### src/rtl/cg_memory_master.sv
// Single-outstanding memory master: bridges a valid/ready request/response
// port onto a split write / read-address / read-data memory interface,
// with a per-phase wait timeout that aborts the transaction with an error.
module cg_memory_master #(
   parameter int unsigned DATA_WIDTH = 32,
   parameter int unsigned ADDR_WIDTH = 32,
   parameter int unsigned TIMEOUT    = 255
) (
   input  logic                  i_clk,
   input  logic                  i_rst,
   input  logic                  i_req_valid,
   output logic                  o_req_ready,
   input  logic                  i_req_we,
   input  logic [ADDR_WIDTH-1:0] i_req_addr,
   input  logic [DATA_WIDTH-1:0] i_req_wdata,
   output logic                  o_rsp_valid,
   input  logic                  i_rsp_ready,
   output logic                  o_rsp_we,
   output logic                  o_rsp_err,
   output logic [DATA_WIDTH-1:0] o_rsp_rdata,
   output logic                  o_wen,
   output logic                  o_wdata_valid,
   output logic [ADDR_WIDTH-1:0] o_waddr,
   output logic [DATA_WIDTH-1:0] o_wdata,
   input  logic                  i_wready,
   output logic                  o_raddr_valid,
   output logic [ADDR_WIDTH-1:0] o_raddr,
   input  logic                  i_raddr_ready,
   output logic                  o_rdata_ready,
   input  logic                  i_rdata_valid,
   input  logic [DATA_WIDTH-1:0] i_rdata
);

   localparam int unsigned CNT_W = 16;
   localparam logic [CNT_W-1:0] CNT_LAST = CNT_W'(TIMEOUT - 1);

   typedef enum logic [2:0] {S_IDLE, S_WR, S_RA, S_RD, S_RSP} state_t;

   state_t                state_q, state_nxt;
   logic [CNT_W-1:0]      cnt_q, cnt_nxt;
   logic [ADDR_WIDTH-1:0] addr_q, addr_nxt;
   logic [DATA_WIDTH-1:0] wdata_q, wdata_nxt;
   logic                  rsp_we_nxt, rsp_err_nxt;
   logic [DATA_WIDTH-1:0] rsp_rdata_nxt;
   logic                  expired;
   logic                  wr_nxt, ra_nxt;

   // State, wait counter and latched request
   always_ff @(posedge i_clk or posedge i_rst) begin
      if (i_rst) begin
         state_q <= S_IDLE;
         cnt_q   <= '0;
         addr_q  <= '0;
         wdata_q <= '0;
      end else begin
         state_q <= state_nxt;
         cnt_q   <= cnt_nxt;
         addr_q  <= addr_nxt;
         wdata_q <= wdata_nxt;
      end
   end

   // Next state, wait counting and response payload; handshake beats timeout
   always_comb begin
      state_nxt     = state_q;
      cnt_nxt       = cnt_q;
      addr_nxt      = addr_q;
      wdata_nxt     = wdata_q;
      rsp_we_nxt    = o_rsp_we;
      rsp_err_nxt   = o_rsp_err;
      rsp_rdata_nxt = o_rsp_rdata;
      expired       = (cnt_q == CNT_LAST);
      case (state_q)
         S_IDLE: begin
            if (i_req_valid && o_req_ready) begin
               addr_nxt  = i_req_addr;
               wdata_nxt = i_req_we ? i_req_wdata : '0;
               cnt_nxt   = '0;
               state_nxt = i_req_we ? S_WR : S_RA;
            end
         end
         S_WR: begin
            if (i_wready || expired) begin
               state_nxt     = S_RSP;
               rsp_we_nxt    = 1'b1;
               rsp_err_nxt   = !i_wready;
               rsp_rdata_nxt = '0;
            end else begin
               cnt_nxt = cnt_q + CNT_W'(1);
            end
         end
         S_RA: begin
            if (i_raddr_ready) begin
               state_nxt = S_RD;
               cnt_nxt   = '0;
            end else if (expired) begin
               state_nxt     = S_RSP;
               rsp_we_nxt    = 1'b0;
               rsp_err_nxt   = 1'b1;
               rsp_rdata_nxt = '0;
            end else begin
               cnt_nxt = cnt_q + CNT_W'(1);
            end
         end
         S_RD: begin
            if (i_rdata_valid || expired) begin
               state_nxt     = S_RSP;
               rsp_we_nxt    = 1'b0;
               rsp_err_nxt   = !i_rdata_valid;
               rsp_rdata_nxt = i_rdata_valid ? i_rdata : '0;
            end else begin
               cnt_nxt = cnt_q + CNT_W'(1);
            end
         end
         S_RSP: begin
            if (i_rsp_ready) begin
               state_nxt     = S_IDLE;
               cnt_nxt       = '0;
               rsp_we_nxt    = 1'b0;
               rsp_err_nxt   = 1'b0;
               rsp_rdata_nxt = '0;
            end
         end
         default: state_nxt = S_IDLE;
      endcase
      wr_nxt = (state_nxt == S_WR);
      ra_nxt = (state_nxt == S_RA);
   end

   // Registered outputs decoded from next state; idle phases drive zero
   always_ff @(posedge i_clk or posedge i_rst) begin
      if (i_rst) begin
         o_req_ready   <= 1'b0;
         o_rsp_valid   <= 1'b0;
         o_rsp_we      <= 1'b0;
         o_rsp_err     <= 1'b0;
         o_rsp_rdata   <= '0;
         o_wen         <= 1'b0;
         o_wdata_valid <= 1'b0;
         o_waddr       <= '0;
         o_wdata       <= '0;
         o_raddr_valid <= 1'b0;
         o_raddr       <= '0;
         o_rdata_ready <= 1'b0;
      end else begin
         o_req_ready   <= (state_nxt == S_IDLE);
         o_rsp_valid   <= (state_nxt == S_RSP);
         o_rsp_we      <= rsp_we_nxt;
         o_rsp_err     <= rsp_err_nxt;
         o_rsp_rdata   <= rsp_rdata_nxt;
         o_wen         <= wr_nxt;
         o_wdata_valid <= wr_nxt;
         o_waddr       <= wr_nxt ? addr_nxt : '0;
         o_wdata       <= wr_nxt ? wdata_nxt : '0;
         o_raddr_valid <= ra_nxt;
         o_raddr       <= ra_nxt ? addr_nxt : '0;
         o_rdata_ready <= (state_nxt == S_RD);
      end
   end

endmodule

### config.mk
export PLATFORM = sky130hd
export DESIGN_NAME = cg_memory_master
export DESIGN_NICKNAME = d
export VERILOG_FILES = /design/src/rtl/cg_memory_master.sv
export SDC_FILE = /design/constraint.sdc
export NUM_CORES = 1
export LEC_CHECK = 0
export CAP_MARGIN = 20
export CORE_MARGIN = 2
export CORE_UTILIZATION = 45
export DETAILED_ROUTE_END_ITERATION = 7
export PLACE_DENSITY = 0.77
export SLEW_MARGIN = 20
export SYNTH_ARGS = -nofsm -noshare
export SYNTH_HDL_FRONTEND = slang
export SYNTH_SLANG_ARGS = --single-unit
### constraint.sdc
create_clock -name i_clk -period 18.7 [get_ports i_clk]
set_input_delay 5.61 -clock i_clk [delete_from_list [all_inputs] [get_ports i_clk]]
set_output_delay 5.61 -clock i_clk [all_outputs]
set_load 0.05 [all_outputs]
==> run_results.csv <==
group,metric,value,unit
run_status,status,"finished clean",
place,portBuffers,239,
place,place.detailed.hpwl,12800,um
sta,hold_viol,0,
synthesis,ys_warn_count,0,
setup_path,crit_chain,"clkdlybuf4s50_1 > nand3b_1 > or2b_2 > o221ai_2 > nand2b_2 > buf_4 > nor2_1",
sta,fin_crit_sh,39.8,%
synthesis,synth_cells,686,
clocking,clk_pin_slew,60,ps
finish,syn_to_final_growth,39.3,%
clocking,postCtsSetupBuffers,0,
floorplan,fp.dieW,139,um
sta,slew_headroom,29.4,%
synthesis,syn_area,8200,um^2
setup_path,arrival,7800,ps
detailed_routing,drtAntennaViolNets,0,
sta,layout_setup_ws,11270,ps
clocking,clock_sinks,218,
synthesis,synth_seq_cells,218,
pwr,powerDensity,163,nW/um^2
finish,drive_gt1_share,9.33,%
setup_path,worstSetupPathType,"in -> reg",
floorplan,pin_count,240,
grt,grt_overflow,0,
sta,worstMarginPinSlew,1050,ps
floorplan,die_area,19300,um^2
synthesis,yosys-top-cells-count,"218 x dfrtp_1, 75 x nand2_1, 47 x nor2_1",
sta,setup-violations-final,0,
sta,fmax,135,MHz
detailed_routing,via_per_inst,5.08,
finish,diodes,0,
finish,finalNetCount,1023,
detailed_routing,drt_pass1_iterations,5,
finish,nFillCells,1403,
clocking,ctsHoldBuffers,0,
sta,fin_skew,8.39,ps
detailed_routing,vias,5893,
clocking,clkLatencyLatePin,500,ps
sta,hold_slack,461,ps
finish,utilization,63.8,%
grt,grt_pass1_vias,5999,
setup_path,cp-start-kind,"input port",
run,max-cap-violations,0,
setup_path,crit_path_max_incr_delay,570,ps
pwr,max-vdd-ir-drop,112,uV
synthesis,synth_edf_count,0,
floorplan,core_area,17900,um^2
synthesis,synth_area_leader_cell,"dfrtp_1",
detailed_routing,drc,0,
synthesis,synth-async-reset-ratio,100,%
clocking,tritoncts,"yes",
detailed_routing,avgRoutedWirePerCell,16.8,um
place,place_ws,10700,ps
setup_path,worst-path-buf-inv,2,
sta,tns,0,ps
clocking,cts_max_level,1,
floorplan,rows,49,
place,gp_congestion,0.808,
synthesis,synth.avg_cell_area,11.9,um^2
clocking,cts_root_buf,"clkbuf_16",
synthesis,yosys_most_used_dff,"dfrtp_1",
setup_path,worst_setup_path_end_kind,"flop",
setup_path,cp_top_family,"simple AND/OR/NAND/NOR gates",
detailed_routing,first_iter_violations,373,
clocking,clockBufferDepth,3,
clocking,cts_made_buffers,24,
synthesis,ys_seq_area_share,66.6,%
synthesis,synth_most_common_cell,"dfrtp_1",
detailed_routing,routed_wl,19500,um
setup_path,crit_path_top_delay_cell,"or2b_2",
grt,antenna_found_initial,0,
hold_path,hold_path_class,"reg -> reg",
setup_path,crit_fanout,34,
sta,slew_violations,0,
grt,grt_pass1_wl,31700,um
floorplan,start_util,45.8,%
sta,rsz0062_at_grt,"false",
clocking,cts_resized,0,
grt,grt_max_degree,134,
synthesis,synth.top_cell.area_share,66.6,%
grt,grt_usage,20.1,%
pwr,power_leakage,5.26,nW
synthesis,yosysUniqueCellTypes,46,
setup_path,worstPathRequired,19060,ps
synthesis,synthTopCellsByArea,"dfrtp_1 67%, mux2i_1 3.9%, a22o_1 3.6%",
floorplan,die_h,139,um
synthesis,synth.net_count,792,
sta,period_minus_slack,7430,ps
-- state kept, by name (all words and copies together), names as in the netlist --
register       cells
o_rdata_ready      1
o_rsp_err          1
o_wdata_valid      1
o_raddr           32
o_rsp_rdata       32
o_req_ready        1
o_rsp_valid        1
wdata_q           32
o_raddr_valid      1
cnt_q             16
state_q            3
o_wdata           32
o_waddr           32
o_rsp_we           1
addr_q            32
-- per-layer routing --
layer  routed length, um  global-route usage [%]  vias to the layer above
li1                    -                       -                     2780
met1                7880                    25.5                     2908
met2                9900                    34.5                      170
met3                1230                    5.11                       35
met4                 460                    5.48                        0
met5                   0                       0                        -
-- cells in the final DEF (no fill, tap or decap), drive strengths merged, types with 32 or more instances in the layout --
cell           synthesis  final
nor2                  76     76
clkdlybuf4s50          0    239
a22o                  34     34
clkbuf                16     35
nand2                 75     75
nand3                 40     40
a21oi                 43     43
mux2i                 32     32
inv                   43     43
dfrtp                218    218
-- tightest hold or removal path, delay by kind of cell, from the launching register on --
family        cells  cell delay, ps
simple gates      2             110
flops             1             320
-- path summary, 6_finish.rpt --
kind | startpoint | endpoint | cells past startpoint | slack (ps)
max reg2reg | cnt_q[0] | o_waddr[31] | 8 | 16140
max | i_req_valid | o_raddr[0] | 7 | 11270
max in group asynchronous | i_rst | wdata_q[28] | 3 | 11760
min | wdata_q[28] | wdata_q[28] | 2 | 460
min reg2reg | wdata_q[28] | wdata_q[28] | 2 | 460
min in group asynchronous | i_rst | o_waddr[0] | 2 | 5670
-- kinds of logic (layout without fill, tap and decap cells) --
family          Yosys count  after routing  share of synthesized area (%)
fa+ha+maj                 2              2                          0.305
flops                   218            218                           66.6
simple gates            226            226                           13.5
buf+inv                  84            330                           5.46
compound gates          123            123                           10.1
mux                      33             33                           4.09
-- stage by stage --
stage,power (W),instances,instance area [um^2]
3_5_place_dp,0.00144,1120,10700
2_1_floorplan,0.00121,686,8200
5_1_grt,0.00197,1161,11400
6_report,0.00187,1161,11400
3_3_place_gp,0.00142,1120,10700
4_1_cts,0.00189,1161,11400
-- area by class of cell --
cell class	count	area [um^2]	area share, %
Clock inverter	6	58.8	0.515
Tap cell	229	287	2.51
Multi-Input combinational cell	384	2320	20.3
Timing Repair Buffer	246	2450	21.4
Inverter	43	169	1.48
Clock buffer	35	683	5.98
Sequential cell	218	5460	47.8
-- where the power goes --
group | total, W | internal, W | switching, W | leakage (nW)
sequential | 0.000661 | 0.000605 | 0.0000556 | 2.91
clock | 0.000441 | 0.000266 | 0.000176 | 0.366
combinational | 0.000765 | 0.000245 | 0.000520 | 1.98
total | 0.00187 | 0.00112 | 0.000751 | 5.26
(Power assumes the default switching activity.)
==> patch: new RTL, config.mk and constraints unchanged <==
`o_raddr` no longer has a reset.
--- a/src/rtl/cg_memory_master.sv
+++ b/src/rtl/cg_memory_master.sv
@@ -142,3 +142,2 @@
          o_raddr_valid <= 1'b0;
-         o_raddr       <= '0;
          o_rdata_ready <= 1'b0;
@@ -155,3 +154,2 @@
          o_raddr_valid <= ra_nxt;
-         o_raddr       <= ra_nxt ? addr_nxt : '0;
          o_rdata_ready <= (state_nxt == S_RD);
@@ -160,2 +158,6 @@
 
+   always_ff @(posedge i_clk) begin
+      o_raddr <= ra_nxt ? addr_nxt : '0;
+   end
+
 endmodule
Check against the original RTL: differs if i_rst is asserted again (counterexample within 4 cycles, from zero or initial values and one cycle with i_rst high); with i_rst held inactive, the same outputs for 4 cycles.
==> patch against the unedited design <==
- final area decreased by 2.2%
- synthesized cell count down 1.7%
- total power is 8.4% higher
- worst hold slack improved by 0.0028 ns
- final cell count is 1.4% lower
- wire length decreased by 5.5%
- sequential cell count unchanged
- via count fell by 4.5%
- sequential share of layout area fell by 0.34 points
- synthesized area down 4.1%
- clock power up 2%
- critical endpoint is now o_raddr_valid$_DFF_PP0_
- worst setup slack got worse by 0.31 ns
==> patch: results (changes against the unedited design) <==
DP Wirelength -> 12100 µm (-5.4%)
Worst reg2reg endpoint -> o_wdata[18]$_DFF_PP0_
Post-synthesis adder-cell area fraction -> 0.318% (+0.013 points)
Port Buffers -> 239 (unchanged)
Post-synth top cells -> dfrtp_1, nand2_1, nor2_1, nand3_1, inv_1
Worst Path Max Fanout -> 66 (+94%)
Worst VDD drop -> 0.120 mV (+7.1%)
Drt total wl -> 18400 µm (-5.5%)
Crit path arrival time -> 8.11 ns (+0.31 ns)
Largest net degree at the start of global routing -> 105 (-22%)
Unique masters post-synth -> 43 (-6.5%)
Total track usage -> 19.9% (-0.21 points)
Seq/Total Area, Yosys -> 67.4% (+0.80 points)
Synth Instances -> 674 (-1.7%)
Fillers -> 1374 (-2.1%)
Synth area leaders -> dfrtp_1, dfxtp_1, mux2i_1
Global-route wire length before repair -> 29400 µm (-7.1%)
Slew at the pin closest to its max-slew limit -> 0.967 ns (-0.0854 ns)
Multiplexer share of the synthesized area -> 4.47% (+0.38 points)
Share of layout cells above drive strength 1 -> 8.80% (-0.53 points)
DR iter-0 viols -> 215 (-42%)
R2R Setup Slk -> 15.86 ns (-0.28 ns)
DR vias/cell -> 4.91 (-3.2%)
Resize count post-CTS -> 0 (unchanged)
Routability Congestion -> 0.798 (-1.2%)
CTS Buf Count -> 23 (-4.2%)
Leakage Power -> 5.07 nW (-3.6%)
Worst reg2reg path depth -> 7 (-1)
DR pass1 iterations -> 4 (-1)
Compound-gate portion of the synthesized area -> 9.87% (-0.25 points)
Vias in the first global route -> 5726 (-4.6%)
Hold_sp -> wdata_q[11]$_DFF_PP0_
Post-synth ARST share -> 85.3% (-15 points)
Synthesized Nets -> 780 (-1.5%)
Clock skew -> 0.0140 ns (+0.00566 ns)
Outcome -> complete, no violations
Dpl cells -> 1104 (-1.4%)
WHS Endpoint -> wdata_q[11]$_DFF_PP0_
==> patch: cell type report <==
class / count / area share (%)
Sequential cell: 218 / 47.4
Timing Repair Buffer: 248 / 22.1
Multi-Input combinational cell: 374 / 19.9
Clock buffer: 33 / 5.67
Tap cell: 225 / 2.52
Inverter: 40 / 1.41
Clock inverter: 7 / 1.02
==> patch: how the worst max path moves through the flow <==
stage | endpoint | slack, ns | startpoint | cells after the start
2_1_floorplan | addr_q[0]$_DFF_PP0_ | 8.03 | i_rst | 1
3_3_place_gp | o_raddr_valid$_DFF_PP0_ | 10.43 | i_req_valid | 8
3_5_place_dp | o_raddr[31]$_SDFF_PP0_ | 10.42 | i_req_valid | 8
4_1_cts | o_raddr[31]$_SDFF_PP0_ | 10.95 | i_req_valid | 8
5_1_grt | o_raddr[31]$_SDFF_PP0_ | 10.78 | i_req_valid | 8
6_report | o_raddr_valid$_DFF_PP0_ | 10.95 | i_req_valid | 8
==> patch: cell families after synthesis <==
logic type / Yosys count
compound gates: 115
fa+ha+maj: 2
buf+inv: 82
flops: 218
mux: 35
simple gates: 222
==> patch: power breakdown <==
group          leakage (nW)  internal, mW  switching [mW]
Combinational          1.97         0.286           0.600
Clock                 0.366         0.276           0.172
Sequential             2.73         0.626          0.0637
Total                  5.07          1.19           0.836
==> patch: layer usage <==
layer / vias to the layer above / routed length [µm] / GRT usage [%]
li1: 2723 / - / -
met1: 2697 / 7680 / 25.9
met2: 163 / 9120 / 33.6
met3: 44 / 1040 / 3.62
met4: 0 / 548 / 6.71
met5: - / 0 / 0
==> patch: critical path, stage by stage <==
cell and delay [ns]:
clkdlybuf4s50_1 0.48, nand2_1 0.09, nor4_2 0.13, buf_4 0.77, a221o_1 0.31, nand2b_2 0.12, buf_4 0.47, inv_1 0.09
==> patch: metrics by stage <==
step	total power [mW]	hold slack, ns	utilization (%)	setup WS (ns)	cell area [µm²]
after floorplan	1.31	0.433	-	8.03	7860
after global placement	1.57	0.442	60.6	10.43	10400
after detailed placement	1.59	0.450	60.6	10.42	10400
after CTS	2.04	0.464	64.9	10.95	11200
after global routing	2.13	0.475	65.0	10.78	11200
final	2.02	0.464	65.0	10.95	11200
